==> src/rtl/reg_wb_pkg.sv <==
// Shared defaults, entry layout and count-width helper for the register-file write-back queue.
package reg_wb_pkg;

    localparam int RWB_ADDR_W = 4;
    localparam int RWB_DATA_W = 16;

    typedef struct packed {
        logic [RWB_ADDR_W-1:0] addr;
        logic [RWB_DATA_W-1:0] data;
    } wb_entry_t;

    // Occupancy runs 0..depth inclusive, so it needs one bit more than a pointer.
    function automatic int cnt_w(input int depth);
        return $clog2(depth) + 1;
    endfunction

endpackage

==> src/rtl/wb_entry_fifo.sv <==
// In-order entry storage with head/tail pointers and occupancy; one cycle push-to-head.
// No internal backpressure: the caller never pushes into a full array or pops an empty one.
import reg_wb_pkg::*;

module wb_entry_fifo #(
    parameter int DEPTH = 4,
    parameter int W     = 20
) (
    input  logic                    clk,
    input  logic                    nClear,
    input  logic                    push,
    input  logic [W-1:0]            push_dat,
    input  logic                    pop,
    output logic [W-1:0]            head_dat,
    output logic [cnt_w(DEPTH)-1:0] count,
    output logic [DEPTH-1:0]        occ,
    output logic [DEPTH-1:0][W-1:0] entries
);

    localparam int PTR_W = $clog2(DEPTH);

    logic [PTR_W-1:0]        rd_ptr;
    logic [PTR_W-1:0]        wr_ptr;
    logic [DEPTH-1:0][W-1:0] mem;

    always_ff @(posedge clk or negedge nClear) begin
        if (!nClear) begin
            rd_ptr <= '0;
            wr_ptr <= '0;
            count  <= '0;
        end else begin
            if (push) wr_ptr <= wr_ptr + PTR_W'(1);
            if (pop)  rd_ptr <= rd_ptr + PTR_W'(1);
            case ({push, pop})
                2'b10:   count <= count + 1'b1;
                2'b01:   count <= count - 1'b1;
                default: ;
            endcase
        end
    end

    always_ff @(posedge clk) begin
        if (push) mem[wr_ptr] <= push_dat;
    end

    assign head_dat = mem[rd_ptr];
    assign entries  = mem;

    // A slot is live when its distance from the head is below the occupancy.
    always_comb begin
        occ = '0;
        for (int i = 0; i < DEPTH; i++) begin
            occ[i] = ({1'b0, PTR_W'(i) - rd_ptr} < count);
        end
    end

endmodule

==> src/rtl/reg_wb_queue.sv <==
// Write-back queue owning the register-file write port; retires one write per cycle, one cycle after push.
// wr_ready drops only when full and held; REG_WB_HIT_EN builds the Ahit/Bhit read-after-write comparators.
import reg_wb_pkg::*;

module reg_wb_queue #(
    parameter int DEPTH  = 4,
    parameter int ADDR_W = RWB_ADDR_W,
    parameter int DATA_W = RWB_DATA_W
) (
    input  logic                    clk,
    input  logic                    nClear,
    input  logic                    wr_valid,
    input  logic [ADDR_W-1:0]       wr_addr,
    input  logic [DATA_W-1:0]       wr_data,
    output logic                    wr_ready,
    input  logic                    hold,
    output logic [ADDR_W-1:0]       Caddr,
    output logic [DATA_W-1:0]       C,
    output logic                    load,
    input  logic [ADDR_W-1:0]       Aaddr,
    input  logic [ADDR_W-1:0]       Baddr,
    output logic                    Ahit,
    output logic                    Bhit,
    output logic [cnt_w(DEPTH)-1:0] count
);

    localparam int W     = ADDR_W + DATA_W;
    localparam int CNT_W = cnt_w(DEPTH);

    logic                    push;
    logic                    full;
    logic [W-1:0]            head_dat;
    logic [DEPTH-1:0]        occ;
    logic [DEPTH-1:0][W-1:0] entries;

    assign full     = (count == CNT_W'(DEPTH));
    // A full queue that is draining this cycle frees the head slot at the same edge.
    assign wr_ready = !full || !hold;
    assign push     = wr_valid && wr_ready;
    assign load     = (count != '0) && !hold;
    assign Caddr    = load ? head_dat[W-1 -: ADDR_W] : '0;
    assign C        = load ? head_dat[DATA_W-1:0]    : '0;

    wb_entry_fifo #(
        .DEPTH (DEPTH),
        .W     (W)
    ) u_fifo (
        .clk      (clk),
        .nClear   (nClear),
        .push     (push),
        .push_dat ({wr_addr, wr_data}),
        .pop      (load),
        .head_dat (head_dat),
        .count    (count),
        .occ      (occ),
        .entries  (entries)
    );

`ifdef REG_WB_HIT_EN
    // The head still counts: the read port samples on the same edge that commits it.
    always_comb begin
        Ahit = 1'b0;
        Bhit = 1'b0;
        for (int i = 0; i < DEPTH; i++) begin
            if (occ[i] && entries[i][W-1 -: ADDR_W] == Aaddr) Ahit = 1'b1;
            if (occ[i] && entries[i][W-1 -: ADDR_W] == Baddr) Bhit = 1'b1;
        end
    end
`else
    logic unused_hit_inputs;
    assign unused_hit_inputs = ^{Aaddr, Baddr, occ, entries};
    assign Ahit = 1'b0;
    assign Bhit = 1'b0;
`endif

endmodule

==> config.mk <==
export PLATFORM = sky130hd
export DESIGN_NAME = reg_wb_queue
export DESIGN_NICKNAME = d
export VERILOG_FILES = /design/src/rtl/reg_wb_pkg.sv /design/src/rtl/wb_entry_fifo.sv /design/src/rtl/reg_wb_queue.sv
export SDC_FILE = /design/constraint.sdc
export NUM_CORES = 1
export LEC_CHECK = 0
export ABC_AREA = 1
export CAP_MARGIN = 20
export CORE_UTILIZATION = 48
export CTS_CLUSTER_DIAMETER = 200
export CTS_CLUSTER_SIZE = 14
export DETAILED_ROUTE_END_ITERATION = 10
export GPL_ROUTABILITY_DRIVEN = 0
export PLACE_DENSITY = 0.74
export SLEW_MARGIN = 20
export SYNTH_ARGS = -nofsm -noshare
export SYNTH_HDL_FRONTEND = slang
export SYNTH_HIERARCHICAL = 1
export SYNTH_SLANG_ARGS = --single-unit
export TNS_END_PERCENT = 5
==> constraint.sdc <==
create_clock -name clk -period 1.8 [get_ports clk]
set_input_delay 0.54 -clock clk [delete_from_list [all_inputs] [get_ports clk]]
set_output_delay 0.54 -clock clk [all_outputs]
set_load 0.005 [all_outputs]
==> results of run 1 <==
-- sequential cells by signal (all words and copies together), names as in the netlist --
register and flops:
u_fifo/entries 80, u_fifo/wr_ptr 2, u_fifo/rd_ptr 2, u_fifo/count 3
-- stage by stage --
step | util | TNS [ns]
2_1_floorplan | - | -0.03950
3_3_place_gp | 0.6074 | -42.12
3_5_place_dp | 0.6074 | -48.82
4_1_cts | 0.6572 | -6.918
5_1_grt | 0.6556 | -9.442
6_report | 0.6556 | -6.721
-- routing by layer --
metal,GRT usage,part of all wire
met2,0.3983,0.54
met1,0.2522,0.40
met4,0.09957,0.015
met3,0.03601,0.048
met5,0,0
-- report_power, final --
| group | switching (uW) | internal, uW |
|---|---|---|
| clock network | 664 | 643 |
| registers | 149 | 2670 |
| logic | 1810 | 1650 |
-- path summary, 6_finish.rpt --
check	from	end	slack [ns]	cells past startpoint
min	nClear	u_fifo/wr_ptr[0]	0.47	1
min reg2reg	u_fifo/wr_ptr[0]	u_fifo/wr_ptr[0]	0.55	1
min in group clk	u_fifo/wr_ptr[0]	u_fifo/wr_ptr[0]	0.55	1
max reg2reg	u_fifo/count[1]	u_fifo/count[2]	0.02	12
max	u_fifo/rd_ptr[1]	C[8]	-0.42	10
max in group asynchronous	nClear	u_fifo/rd_ptr[0]	1.05	1
-- layout by cell type, fill, tap and decap left out, types with 2 or more instances in the layout --
cell type and n:
clkbuf_8 9, inv_1 34, edfxtp_1 80, clkbuf_1 2, buf_12 9, conb_1 2
buf_4 19, nand4_1 21, nand2_2 2, nand3_1 61, clkinvlp_4 2, nand2_1 34
buf_6 16, nor2_2 3, nor2_1 19, clkdlybuf4s50_1 24, buf_2 20, ha_1 4
inv_4 2, inv_2 3, dlygate4sd2_1 3, xor2_1 2, dfrtp_1 6
-- worst max-delay path: cells and delay by family (launching register included) --
| family | cells | cell delay (ns) |
|---|---|---|
| DFF | 1 | 0.40 |
| buffers and inverters | 6 | 0.55 |
| and+or+nand+nor | 4 | 0.37 |
-- final cells by class --
| cell class | instances | area, um2 |
|---|---|---|
| timing repair buffer | 93 | 902.1 |
| sequential | 87 | 2579 |
| fill | 552 | 2511 |
| multi-input combinational | 157 | 834.6 |
| clock inverter | 5 | 58.81 |
| inverter | 39 | 151.4 |
| clock buffer | 11 | 131.4 |
| tap | 99 | 123.9 |
-- what timing repair did --
item | in CTS | in global routing
gates resized for setup | 113 | 7
gates cloned | 3 | 0
buffers inserted | 20 | 0
endpoints found under the setup margin | 107 | 26
pin swaps | 19 | 8
==> impl_metrics.py, run 1 <==
metrics = {
    "die": {
        "start_util": 0.5014,
        "row_count": 31,
        "die_y_um": 89.28,
        "die_w_um": 89.28,
        "core_area_um2": 7292,
        "pin_count": 59,
        "dieArea_um2": 7970,
    },
    "sta": {
        "rsz0062_at_grt": "yes",
        "clock_skew_ns": 0.009468,
        "setup_violations": 24,
        "hold_slack_ns": 0.4700,
        "final.min_clock_period_ns": 2.215,
        "final_hold_viol_count": 0,
        "fin_ws_ns": -0.4150,
        "timing.final.crit_share": 1.231,
        "maxSlewViolCount": 0,
        "max_freq_ghz": 0.4515,
    },
    "worst_setup_path": {
        "crit_path_max_incr_delay_ns": 0.40,
        "slowest_stage": "dfrtp_1",
        "worstPathArrival_ns": 1.68,
        "crit_top_cell": "buf_6",
        "worstPathCellList": "inv_4 > nor2_4 > buf_6 > buf_6 > buf_6 > nand2_2 > nand4_1 > inv_1 > nor2_2 > buf_2",
        "crit_fanout": 4,
        "end_kind": "output port",
        "worstSetupPathType": "flip-flop to output port",
        "start_kind": "flip-flop",
        "cp.required_ns": 1.26,
    },
    "layout": {
        "layout.nets": 425,
        "syn_to_final_growth_pct": 30.77,
        "drive_above_1_share": 0.2423,
        "final_area_um2": 4781,
        "diodes": 0,
        "finalNonFillerCells": 491,
    },
    "global_route": {
        "antenna_found_initial": 0,
        "grt_overflow_total": 0,
        "grt_start_max_net_pins": 23,
        "track_usage": 0.2183,
        "first_global_vias": 2563,
        "grt_pass1_wl_um": 12360,
    },
    "drt": {
        "ant_nets": 0,
        "vias": 2544,
        "routed_wl_um": 7734,
        "drt-vias-per-instance": 5.181,
        "drc": 0,
        "post_drt_wl_per_cell_um": 15.75,
        "drt_iter0_drc": 142,
        "dr.pass1.iters": 4,
    },
    "placement": {
        "pre_cts_slack_ns": -0.6661,
        "numPortBuffers": 48,
        "dp.cells": 454,
        "place_hpwl_um": 4495,
        "dpl-instance-area_um2": 4429,
    },
    "synth": {
        "syn_avg_cell_area_um2": 12.11,
        "synth_area_um2": 3656,
        "synthCells": 302,
        "yosysWarnings": 6,
    },
    "clock_network": {
        "cts_tree": "yes",
        "clk_latency_ns": 0.35,
        "clock_sinks": 87,
        "root_buffer": "clkbuf_8",
        "cts.clk_slew.worst_paths_ns": 0.08,
        "ctsLongestPathBuffers": 2,
        "ctsHoldBuffers": 0,
        "ctsHtreeMaxLevel": 3,
        "cts_made_buffers": 9,
    },
    "power_and_ir_drop": {
        "power.density_nw_per_um2": 1587,
        "ir_drop_mv": 0.8907,
        "power_uw": 7589,
        "p_leak_uw": 0.001925,
    },
    "hold_path": {
        "hold_class": "input port to async pin",
    },
    "run_status": {
        "status": "finished, violations left",
        "violations": "negative setup slack",
    },
    "run": {
        "drv_cap": 0,
    },
}
No activity file was read; power rests on OpenSTA's default activity.
==> run 2: changes to the inputs <==
--- a/config.mk
+++ b/config.mk
@@ -13,7 +13,6 @@
 export DETAILED_ROUTE_END_ITERATION = 10
 export GPL_ROUTABILITY_DRIVEN = 0
 export PLACE_DENSITY = 0.74
-export SLEW_MARGIN = 20
 export SYNTH_ARGS = -nofsm -noshare
 export SYNTH_HDL_FRONTEND = slang
 export SYNTH_HIERARCHICAL = 1
==> results of run 2 <==
No change in the layout: final DEF, timing and power equal those of run 1.
